## config.mk

```make
export PLATFORM = sky130hd
export DESIGN_NAME = pipelined_delta_writer
export DESIGN_NICKNAME = d
export VERILOG_FILES = /design/src/rtl/pipelined_delta_writer_pkg.sv /design/src/rtl/pipelined_delta_writer_write_stage.sv /design/src/rtl/pipelined_delta_writer.sv
export SDC_FILE = /design/constraint.sdc
export NUM_CORES = 1
export LEC_CHECK = 0
export BUFFER_PORTS_ARGS = -buffer_cell sky130_fd_sc_hd__buf_2
export CORE_UTILIZATION = 59
export DETAILED_ROUTE_END_ITERATION = 8
export MAX_ROUTING_LAYER = met4
export PLACE_DENSITY = 0.81
export SYNTH_ARGS = -nofsm -noshare
export SYNTH_HDL_FRONTEND = slang
export SYNTH_SLANG_ARGS = --single-unit
```

## constraint.sdc

```tcl
create_clock -name clk -period 7.1 [get_ports clk]
set_input_delay 0 -clock clk [delete_from_list [all_inputs] [get_ports clk]]
set_output_delay 0 -clock clk [all_outputs]
set_load 0.03 [all_outputs]
```

## src/rtl/pipelined_delta_writer_pkg.sv

```systemverilog
// Shared state encodings, ALU op codes and arithmetic helpers for the delta writer.
package pipelined_delta_writer_pkg;

   localparam int INDEX_W = 30;
   localparam int DATA_W  = 32;

   typedef enum logic [1:0] {
      ST_IDLE  = 2'd0,
      ST_RUN   = 2'd1,
      ST_FLUSH = 2'd2,
      ST_DONE  = 2'd3
   } state_t;

   typedef enum logic [1:0] {
      ALU_ADD = 2'd0,
      ALU_SUB = 2'd1,
      ALU_AND = 2'd2,
      ALU_OR  = 2'd3
   } alu_op_t;

   // Result is modulo 2^32; any carry or borrow is discarded.
   function automatic logic [DATA_W-1:0] alu32(input alu_op_t op,
                                               input logic [DATA_W-1:0] a,
                                               input logic [DATA_W-1:0] b);
      logic [DATA_W-1:0] res;
      res = '0;
      case (op)
         ALU_ADD: res = a + b;
         ALU_SUB: res = a - b;
         ALU_AND: res = a & b;
         ALU_OR:  res = a | b;
         default: res = '0;
      endcase
      return res;
   endfunction

   function automatic logic [INDEX_W-1:0] adder30(input logic [INDEX_W-1:0] a,
                                                  input logic [INDEX_W-1:0] b);
      return a + b;
   endfunction

endpackage

```

## src/rtl/pipelined_delta_writer_write_stage.sv

```systemverilog
// Output pipeline register holding one memory write (addr, wdata, we) with synchronous clear.
module delta_write_stage
   import pipelined_delta_writer_pkg::*;
(
   input  logic              clk,
   input  logic              reset,
   input  logic              clear,
   input  logic              load,
   input  logic [INDEX_W-1:0] index,
   input  logic [DATA_W-1:0] diff,
   output logic              we,
   output logic [DATA_W-1:0] addr,
   output logic [DATA_W-1:0] wdata
);

   always_ff @(posedge clk or negedge reset) begin
      if (!reset) begin
         we    <= 1'b0;
         addr  <= '0;
         wdata <= '0;
      end else if (clear) begin
         we    <= 1'b0;
         addr  <= '0;
         wdata <= '0;
      end else if (load) begin
         we    <= 1'b1;
         addr  <= {index, 2'b00};
         wdata <= diff;
      end else begin
         we    <= 1'b0;
      end
   end

endmodule

```

## src/rtl/pipelined_delta_writer.sv

```systemverilog
// Streams words in over valid/ready and writes each word's difference from the
// previous word to consecutive memory words, one write per accepted word.
//
// state    | meaning
// ST_IDLE  | waiting for start; in_ready low
// ST_RUN   | accepting words; each handshake loads the write stage
// ST_FLUSH | last write is on the memory port
// ST_DONE  | done pulse, then back to idle
module pipelined_delta_writer
   import pipelined_delta_writer_pkg::*;
(
   input  logic               clk,
   input  logic               reset,
   input  logic               start,
   input  logic [INDEX_W-1:0] length,
   input  logic               in_valid,
   input  logic [DATA_W-1:0]  in_data,
   output logic               in_ready,
   output logic               mem_we,
   output logic [DATA_W-1:0]  mem_addr,
   output logic [DATA_W-1:0]  mem_wdata,
   output logic               busy,
   output logic               done
);

   state_t             state;
   logic [INDEX_W-1:0] len_q;
   logic [INDEX_W-1:0] index;
   logic [INDEX_W-1:0] count;
   logic [DATA_W-1:0]  prev;

   logic               hs;
   logic               run_start;
   logic [INDEX_W-1:0] index_inc;
   logic [INDEX_W-1:0] count_inc;
   logic [DATA_W-1:0]  diff;

   assign hs        = in_valid & in_ready;
   assign run_start = (state == ST_IDLE) & start;
   assign index_inc = adder30(index, INDEX_W'(1));
   assign count_inc = adder30(count, INDEX_W'(1));
   assign diff      = alu32(ALU_SUB, in_data, prev);

   // in_ready, busy and done are registered alongside the state so that no
   // output depends combinationally on in_valid.
   always_ff @(posedge clk or negedge reset) begin
      if (!reset) begin
         state    <= ST_IDLE;
         len_q    <= '0;
         index    <= '0;
         count    <= '0;
         prev     <= '0;
         in_ready <= 1'b0;
         busy     <= 1'b0;
         done     <= 1'b0;
      end else begin
         case (state)
            ST_IDLE: begin
               done <= 1'b0;
               if (start) begin
                  len_q <= length;
                  index <= '0;
                  count <= '0;
                  prev  <= '0;
                  if (length == '0) begin
                     state <= ST_DONE;
                     done  <= 1'b1;
                  end else begin
                     state    <= ST_RUN;
                     in_ready <= 1'b1;
                     busy     <= 1'b1;
                  end
               end
            end
            ST_RUN: begin
               if (hs) begin
                  prev  <= in_data;
                  index <= index_inc;
                  count <= count_inc;
                  if (count_inc == len_q) begin
                     state    <= ST_FLUSH;
                     in_ready <= 1'b0;
                  end
               end
            end
            ST_FLUSH: begin
               state <= ST_DONE;
               busy  <= 1'b0;
               done  <= 1'b1;
            end
            ST_DONE: begin
               state <= ST_IDLE;
               done  <= 1'b0;
            end
            default: begin
               state    <= ST_IDLE;
               in_ready <= 1'b0;
               busy     <= 1'b0;
               done     <= 1'b0;
            end
         endcase
      end
   end

   delta_write_stage u_write_stage (
      .clk   (clk),
      .reset (reset),
      .clear (run_start),
      .load  (hs),
      .index (index),
      .diff  (diff),
      .we    (mem_we),
      .addr  (mem_addr),
      .wdata (mem_wdata)
   );

endmodule

```

# [Word level (Yosys, flattened, before mapping)]
# Cells that the tools add are included.
[word_totals] regBits=192 inputBits=66 wordCells=63
[classes] bitwise_logic=2 n_eq_ne=8 add_sub_neg=3 n_reduce_logical=11 n_mux=28
[ops] operator="2-to-1 mux 32 bit" n=6
[ops] operator="case mux 30 bit (2 select lines)" n=2
[ops] operator="2-to-1 mux 30 bit" n=3
[ops] operator="case mux 32 bit (2 select lines)" n=1
[ops] operator="adder 30 x 1 -> 30 bit, second input constant" n=2
[ops] operator="subtractor 32 bit" n=1
[ops] operator="equality test 30 bit" n=1
[ops] operator="zero test 30 bit" n=1
[ops] operator="AND reduction 3 bit" n=3
[ops] operator="2-to-1 mux 1 bit" n=8
[ops] operator="2-to-1 mux 2 bit" n=4
[ops] operator="!= test 2 bit, second input constant" n=4
[ops] operator="case mux 2 bit (4 select lines)" n=1
[ops] operator="nonzero test 2 bit" n=3
[ops] operator="AND reduction 5 bit" n=1
[ops] operator="equality test 2 bit, second input constant" n=2
[ops] operator="case mux 1 bit (2 select lines)" n=2
[ops] operator="case mux 1 bit (3 select lines)" n=1
[ops] operator="nonzero test 3 bit" n=1
[ops] operator="AND 1 bit" n=2
[ops] operator="equality test 2 x 1 -> 1 bit, second input constant" n=1
[ops] operator="zero test 2 bit" n=1
[ops] operator="AND reduction 2 bit" n=1

# [Depth between registers and ports, before layout]
# Gate-level depths: netlist (run 1).
[depth] depth_word=5 depth_mapped=12

# [Hierarchy]
# Synthesis (run 1) repeated with hierarchy kept, for this count alone.
[hier_totals] cells_unflattened=1169 hier_area_um2=11091.9
[modules_own_cells] module="pipelined_delta_writer" instances=1 cells_each=964 area_each_um2=8476.9
[modules_own_cells] module="delta_write_stage" instances=1 cells_each=205 area_each_um2=2615.0

# [Least setup slack after synthesis (run 1)]
# OpenSTA, ideal clock, no wires.
[synth_timing] kind="flip-flop to flip-flop" startpoint="register count[0]" endpoint="register state[0]" path_buffers=1 stages_incl_launch_ff=11 t_arrival_ps=2586 t_required_ps=6976 setup_slack_ps=4390 setup_ps=124 cell_sequence="dfrtp_1 > ha_1 > and3_1 > buf_4 > nand4_2 > nor4_2 > xnor2_1 > nand4_1 > nor4_2 > a41oi_1 > o31a_1"
[synth_via] elab_chain_len=4
[synth_lines] item="start: declaration" line="pipelined_delta_writer.sv:29" rtl="logic [INDEX_W-1:0] count;"
[synth_lines] item="start signal: assignment" line="pipelined_delta_writer.sv:79" rtl="count <= count_inc;"
[synth_lines] item="adder 30 x 1 -> 30 bit" line="pipelined_delta_writer_pkg.sv:39" rtl="return a + b;"
[synth_lines] item="equality test 30 bit" line="pipelined_delta_writer.sv:80" rtl="if (count_inc == len_q) begin"
[synth_lines] item="!= test 2 bit (no source line)"
[synth_lines] item="AND reduction 3 bit (no source line)"
[synth_lines] item="end signal: assignment" line="pipelined_delta_writer.sv:81" rtl="state <= ST_FLUSH;"
[synth_lines] item="end signal: assignment" line="pipelined_delta_writer.sv:87" rtl="state <= ST_DONE;"
[synth_lines] item="end signal: assignment" line="pipelined_delta_writer.sv:92" rtl="state <= ST_IDLE;"
[synth_lines] item="end: declaration" line="pipelined_delta_writer.sv:26" rtl="state_t state;"
# No other way between the ends.
# A chain may end at the register's enable or synchronous reset.

# [Final worst setup path (run 1)]
[layout_timing] startpoint="register count[0]" endpoint="register state[1]"
# The elaborated chain is that of the path after synthesis.

==> results of run 1 <==
sequential cells by signal, indices dropped and copies added, names as in the netlist, 2 cells and up:
name / count
prev: 32
count: 30
u_write_stage.addr: 30
index: 30
state: 2
u_write_stage.wdata: 32
len_q: 30
cell usage in the layout, fill, tap and decap left out, types with 11 or more instances in the layout:
master         count
dlygate4sd3_1     64
clkbuf_16         17
nor3_1            16
or3_1             13
dfrtp_1          190
nand2b_1          12
ha_1              37
a21oi_1           89
xnor2_1           49
nor2_1            70
inv_1             55
nand4_1           24
nand3_1           35
a21o_1            11
xor2_1            31
and3_1            12
nand2_1          292
buf_4             11
buf_2            130
o21ai_0          106
kinds of logic (layout without fill, tap and decap cells):
family                   after synthesis  after routing  share of synthesized area [%]
other                                  1              2                        0.03503
multiplexers                           7              7                         0.6545
flip-flops                           190            190                          44.41
adder cells (fa/ha/maj)               38             38                          4.511
AO/OA/AOI/OAI                        288            288                          15.94
AND/OR/NAND/NOR                      532            532                          23.29
buffers and inverters                121            293                          4.616
XOR/XNOR                              80             80                          6.544
power groups by stage:
| stage | Clock (mW) | Sequential [mW] | Combinational [mW] |
|---|---|---|---|
| detailed placement | 0 | 1.10 | 0.130 |
| global placement | 0 | 1.10 | 0.130 |
| global route | 1.04 | 1.08 | 0.180 |
| floorplan | 0 | 1.10 | 0.0690 |
| finish | 0.978 | 1.08 | 0.162 |
| CTS | 0.997 | 1.08 | 0.160 |
worst reg2reg max path, cell delays in order, from the launching register on:
cell,delay [ps]
dfrtp_1,460
ha_1,310
and3_1,420
nand4_2,250
nor4_2,560
nand3_1,190
xnor2_1,170
nor3_1,310
a41oi_1,260
o21ai_0,250
nand2_1,80
layer usage:
metal  vias up  track usage (%)  routed length (microns)  share of wire (%)
li1       4647                -                        -                  -
met1      4714            40.89                    12120                 43
met2       364            52.26                    13320                 47
met3        74            6.000                     1791                6.4
met4         0            14.57                      896                3.2
met5         -                -                        0                  0
final timing paths:
| kind | startpoint | endpoint | slack (ps) | depth (start not counted) |
|---|---|---|---|---|
| max reg2reg | count[0]$_DFFE_PN0P_ | state[1]$_DFFE_PN0P_ | 3730 | 10 |
| min reg2reg | done$_DFFE_PN0P_ | done$_DFFE_PN0P_ | 480 | 2 |
| min in group clk | length[19] | len_q[19]$_DFFE_PN0P_ | 300 | 4 |
| max | count[0]$_DFFE_PN0P_ | state[1]$_DFFE_PN0P_ | 3730 | 10 |
| max in group asynchronous | reset | len_q[9]$_DFFE_PN0P_ | 5730 | 3 |
| min | reset | prev[4]$_DFFE_PN0P_ | 160 | 2 |
through the flow:
stage	utilization, %	worst slack, ps	cells	instance area (sq um)	hold slack [ps]
final	72.52	3727	1655	12720	163.0
after CTS	72.52	3803	1655	12720	165.9
after global routing	72.52	3405	1655	12720	207.9
after floorplan	-	4390	1258	10710	-295.6
after detailed placement	65.43	3828	1559	11470	71.45
after global placement	65.43	3969	1559	11470	64.73
final cells by class:
type / instances / share of cell area [%]
Clock inverter: 15 / 1.407
Clock buffer: 17 / 3.345
Multi-Input combinational cell: 947 / 43.12
Inverter: 55 / 1.623
Tap cell: 225 / 2.213
Sequential cell: 190 / 37.38
Timing Repair Buffer: 206 / 10.91
synthesized netlist by cell type, drive strengths merged (13+ instances only):
library cell / number
a21oi: 89
xnor2: 49
clkbuf: 44
nand2: 293
nand3: 35
buf: 22
ha: 37
or3: 13
nor2: 70
inv: 55
o21ai: 107
xor2: 31
nor3: 21
nand4: 27
dfrtp: 190
timing repair:
item / CTS / global route
buffers inserted: 0 / 0
endpoints found under the hold margin: 139 / 0
hold buffers: 64 / 0
==> results.sh, run 1 <==
export IMPL_hold_class="primary input to asynchronous set/reset pin"
export IMPL_rsz0062_at_grt="no"
export IMPL_seq_area_frac_synth_pct=44.41
export IMPL_layout_drive_gt1_share_pct=13.57
export IMPL_pwr_share_clk_pct=44.0
export IMPL_synth_edf_count=0
export IMPL_slew_violations=0
export IMPL_startpoint_type="flip-flop"
export IMPL_dpl_hpwl_microns=18210
export IMPL_viasPerCell=5.921
export IMPL_dieWidth_microns=136.7
export IMPL_core_area_sq_um=17540
export IMPL_seq_area_sq_um=4755
export IMPL_worstMarginPinSlew_ps=959.4
export IMPL_diodes=0
export IMPL_cts_made_buffers=17
export IMPL_yosysTopAreaCell="dfrtp_1"
export IMPL_critPathKind="flip-flop to flip-flop"
export IMPL_wire_per_inst_microns=17.00
export IMPL_cts_sinks=190
export IMPL_synthFlopType="dfrtp_1"
export IMPL_syn_inst=1257
export IMPL_drtIter0Drc=783
export IMPL_combinationalPowerShare_pct=7.3
export IMPL_yosysWarnings=0
export IMPL_floorplan_die_area_sq_um=18690
export IMPL_multi_input_area_sq_um=5484
export IMPL_max_slew_margin_rel_pct=36.04
export IMPL_setup_viol=0
export IMPL_post_cts_resized=0
export IMPL_p_leak_nw=5.924
export IMPL_die_h_microns=136.7
export IMPL_setup_tns_ps=0
export IMPL_cp_slowest_stage_delay_ps=560
export IMPL_power_total_mw=2.222
export IMPL_critPathTopFamily="simple AND/OR/NAND/NOR gates"
export IMPL_avgSynthCellArea_sq_um=8.518
export IMPL_fin_nets=1521
export IMPL_async_flop_share_pct=100.0
export IMPL_start_util_pct=61.05
export IMPL_synth_top_area_share_pct=44.41
export IMPL_routabilityCongestion=0.9640
export IMPL_grt_ovfl_total=0
export IMPL_htree_num_levels=4
export IMPL_synth_ff_latch_count=190
export IMPL_finClkSkew_ps=12.28
export IMPL_seqPwrFrac_pct=48.7
export IMPL_ir_drop_mv=0.1659
export IMPL_synth_cell_type_count=68
export IMPL_fmax_ghz=0.2964
export IMPL_grt_pass1_vias=9638
export IMPL_root_buffer="clkbuf_16"
export IMPL_cp_max_fo=10
export IMPL_period_needed_ps=3373
export IMPL_internal_power_mw=1.686
export IMPL_worst_ep_required_time_ps=7420
export IMPL_row_count=48
export IMPL_grt_max_degree=89
export IMPL_port_buffers=131
export IMPL_cts_tree="built"
export IMPL_firstDrtPassIters=6
export IMPL_path_clk_slew_ps=70
export IMPL_area_delta_synth_final_pct=18.79
export IMPL_status="complete, no violations"
export IMPL_io_pins=134
export IMPL_cpMaxStageDelayCell="nor4_2"
export IMPL_power_density_nw_per_um2=174.7
export IMPL_crit_path_cell_trace="ha_1 -> and3_1 -> nand4_2 -> nor4_2 -> nand3_1 -> xnor2_1 -> nor3_1 -> a41oi_1 -> o21ai_0 -> nand2_1"
export IMPL_detailroute_via_count=9799
export IMPL_p_sw_uw=536.2
export IMPL_routed_wl_microns=28130
export IMPL_hold_viol_final=0
export IMPL_cts_buffer_depth=2
export IMPL_drv_cap=0
export IMPL_cp_arrival_ps=3700
export IMPL_antenna_left=0
export IMPL_finalCritPeriodShare_pct=47.51
export IMPL_grt_usage_pct=32.83
export IMPL_p_sw_share_pct=24.13
export IMPL_worst_setup_path_end_kind="flip-flop"
export IMPL_clk_latency_ps=440
export IMPL_synth_area_leaders="dfrtp_1 (44%), nand2_1 (10%), o21ai_0 (5.0%)"
export IMPL_fillers=1366
export IMPL_syn_area_sq_um=10710
export IMPL_grt_first_pass_wirelength_microns=46510
export IMPL_cp_num_buf_inv=0
export IMPL_drc=0
export IMPL_antenna_found_initial=0
Power figures use the tool's default switching activity.
==> inputs of run 2 (changes only) <==
==> constraint.sdc (replaced) <==
create_clock -name clk -period 3.2 [get_ports clk]
set_input_delay 0 -clock clk [delete_from_list [all_inputs] [get_ports clk]]
set_output_delay 0 -clock clk [all_outputs]
set_load 0.03 [all_outputs]
==> run 2 against run 1 <==
Against the previous run:
- final area up 0.54%
- clock skew hardly changed
- global-route usage down 0.43 points
- critical path type unchanged
- largest cell class unchanged
==> results.sh, run 2 (synthesized netlist as in run 1, its figures left out) <==
export IMPL_reg_top3="prev (32), u_write_stage.wdata (32)"
export IMPL_seqPwrFrac_pct=49.6
export IMPL_grt_max_degree=103
export IMPL_antenna_found_initial=0
export IMPL_wl_met1_microns=12070
export IMPL_wire_per_inst_microns=16.84
export IMPL_setup_tns_ps=0
export IMPL_htree_num_levels=4
export IMPL_worst_setup_path_end_kind="flip-flop"
export IMPL_p_leak_nw=5.959
export IMPL_finalCritPeriodShare_pct=94.83
export IMPL_p_sw_share_pct=23.04
export IMPL_status="complete, no violations"
export IMPL_root_buffer="clkbuf_16"
export IMPL_final_common_cell="nand2_1"
export IMPL_fin_nets=1526
export IMPL_cts_made_buffers=17
export IMPL_worst_ep_required_time_ps=3570
export IMPL_max_slew_margin_rel_pct=50.99
export IMPL_row_count=48
export IMPL_cp_num_buf_inv=0
export IMPL_finClkSkew_ps=12.29
export IMPL_internal_power_mw=3.728
export IMPL_area_delta_synth_final_pct=19.43
export IMPL_wl_met3_microns=1872
export IMPL_drc=0
export IMPL_firstDrtPassIters=5
export IMPL_cts_sinks=190
export IMPL_fillers=1330
export IMPL_cp_arrival_ps=3400
export IMPL_routed_wl_microns=27930
export IMPL_p_sw_mw=1.116
export IMPL_cp_slowest_stage_delay_ps=470
export IMPL_cp_max_fo=3
export IMPL_wl_met2_microns=13400
export IMPL_floorplan_die_area_sq_um=18690
export IMPL_cts_tree="built"
export IMPL_postCtsSetupBuffers=0
export IMPL_drtIter0Drc=682
export IMPL_antenna_left=0
export IMPL_viasPerCell=5.885
export IMPL_critPathKind="flip-flop to flip-flop"
export IMPL_dieWidth_microns=136.7
export IMPL_power_total_mw=4.844
export IMPL_diodes=0
export IMPL_power_density_nw_per_um2=378.8
export IMPL_port_buffers=131
export IMPL_clk_latency_ps=440
export IMPL_drv_cap=0
export IMPL_setup_viol=0
export IMPL_dpl_hpwl_microns=18360
export IMPL_hold_viol_final=0
export IMPL_grt_usage_pct=32.39
export IMPL_cts_buffer_depth=2
export IMPL_layout_drive_gt1_share_pct=13.82
export IMPL_hold_class="primary input to asynchronous set/reset pin"
export IMPL_crit_path_cell_trace="ha_1 -> fa_1 -> nand2b_1 -> a21oi_1 -> o2111ai_1 -> a21boi_0 -> a21o_1 -> a211oi_1 -> or4_1 -> nand3_1"
export IMPL_startpoint_type="flip-flop"
export IMPL_routabilityCongestion=0.8995
export IMPL_core_area_sq_um=17540
export IMPL_fin_util_pct=72.92
export IMPL_critPathTopFamily="compound AO/OA/AOI/OAI gates"
export IMPL_path_clk_slew_ps=70
export IMPL_detailroute_via_count=9757
export IMPL_final_cell_mix="nand2_1 (292), dfrtp_1 (190), buf_2 (130)"
export IMPL_combinationalPowerShare_pct=7.5
export IMPL_io_pins=134
export IMPL_worstMarginPinSlew_ps=735.2
export IMPL_period_needed_ps=3035
export IMPL_slew_violations=0
export IMPL_grt_ovfl_total=0
export IMPL_grt_first_pass_wirelength_microns=45750
export IMPL_grt_pass1_vias=9460
export IMPL_pwr_share_clk_pct=43.0
export IMPL_fin_hold_ws_ps=66.55
export IMPL_die_h_microns=136.7
export IMPL_fmax_ghz=0.3295
export IMPL_top_layer="met4"
export IMPL_cpMaxStageDelayCell="a21boi_0"
export IMPL_ir_drop_mv=0.4642
export IMPL_start_util_pct=61.05
-- run 2: timing repair --
item	CTS	global route
hold buffers	64	0
hold endpoints to repair	113	0
endpoints found under the setup margin	0	6
gates resized for setup	0	5
-- run 2: final cells by class --
cell class	instances	area (sq um)	area share, %
Clock buffer	20	446.7	3.493
Sequential cell	190	4755	37.18
Clock inverter	10	116.4	0.9100
Timing Repair Buffer	211	1463	11.44
Multi-Input combinational cell	947	5519	43.16
Inverter	55	206.4	1.614
Tap cell	225	281.5	2.202
-- run 2: worst paths after layout --
path | start | cells past startpoint | end | slack, ps
worst max register to register | prev[0]$_DFFE_PN0P_ | 10 | u_write_stage.wdata[18]$_DFFE_PN0P_ | 170
worst min register to register | done$_DFFE_PN0P_ | 2 | done$_DFFE_PN0P_ | 490
max in group asynchronous | reset | 3 | u_write_stage.addr[14]$_DFFE_PN0P_ | 2240
worst max-delay path | prev[0]$_DFFE_PN0P_ | 10 | u_write_stage.wdata[18]$_DFFE_PN0P_ | 170
worst min-delay path | reset | 2 | u_write_stage.wdata[5]$_DFFE_PN0P_ | 70
min in group clk | in_valid | 6 | index[7]$_DFFE_PN0P_ | 300
-- run 2: stage by stage --
step | worst slack, ps | cell area [sq um] | std cells
after floorplan | 489.9 | 10710 | 1258
after global placement | 219.4 | 11550 | 1564
after detailed placement | 132.6 | 11550 | 1564
after CTS | 58.12 | 12750 | 1658
after global routing | -5.659 | 12790 | 1658
final | 165.3 | 12790 | 1658
-- run 2: layer usage --
metal	track usage (%)	vias up
li1	-	4648
met1	41.00	4700
met2	51.89	354
met3	6.556	55
met4	10.93	0
met5	-	-
-- run 2: power groups by stage --
stage	logic (mW)	registers [mW]	clock network, mW
floorplan	0.153	2.45	0
global route	0.401	2.40	2.20
CTS	0.356	2.40	2.11
finish	0.362	2.40	2.08
global placement	0.290	2.45	0
detailed placement	0.293	2.45	0
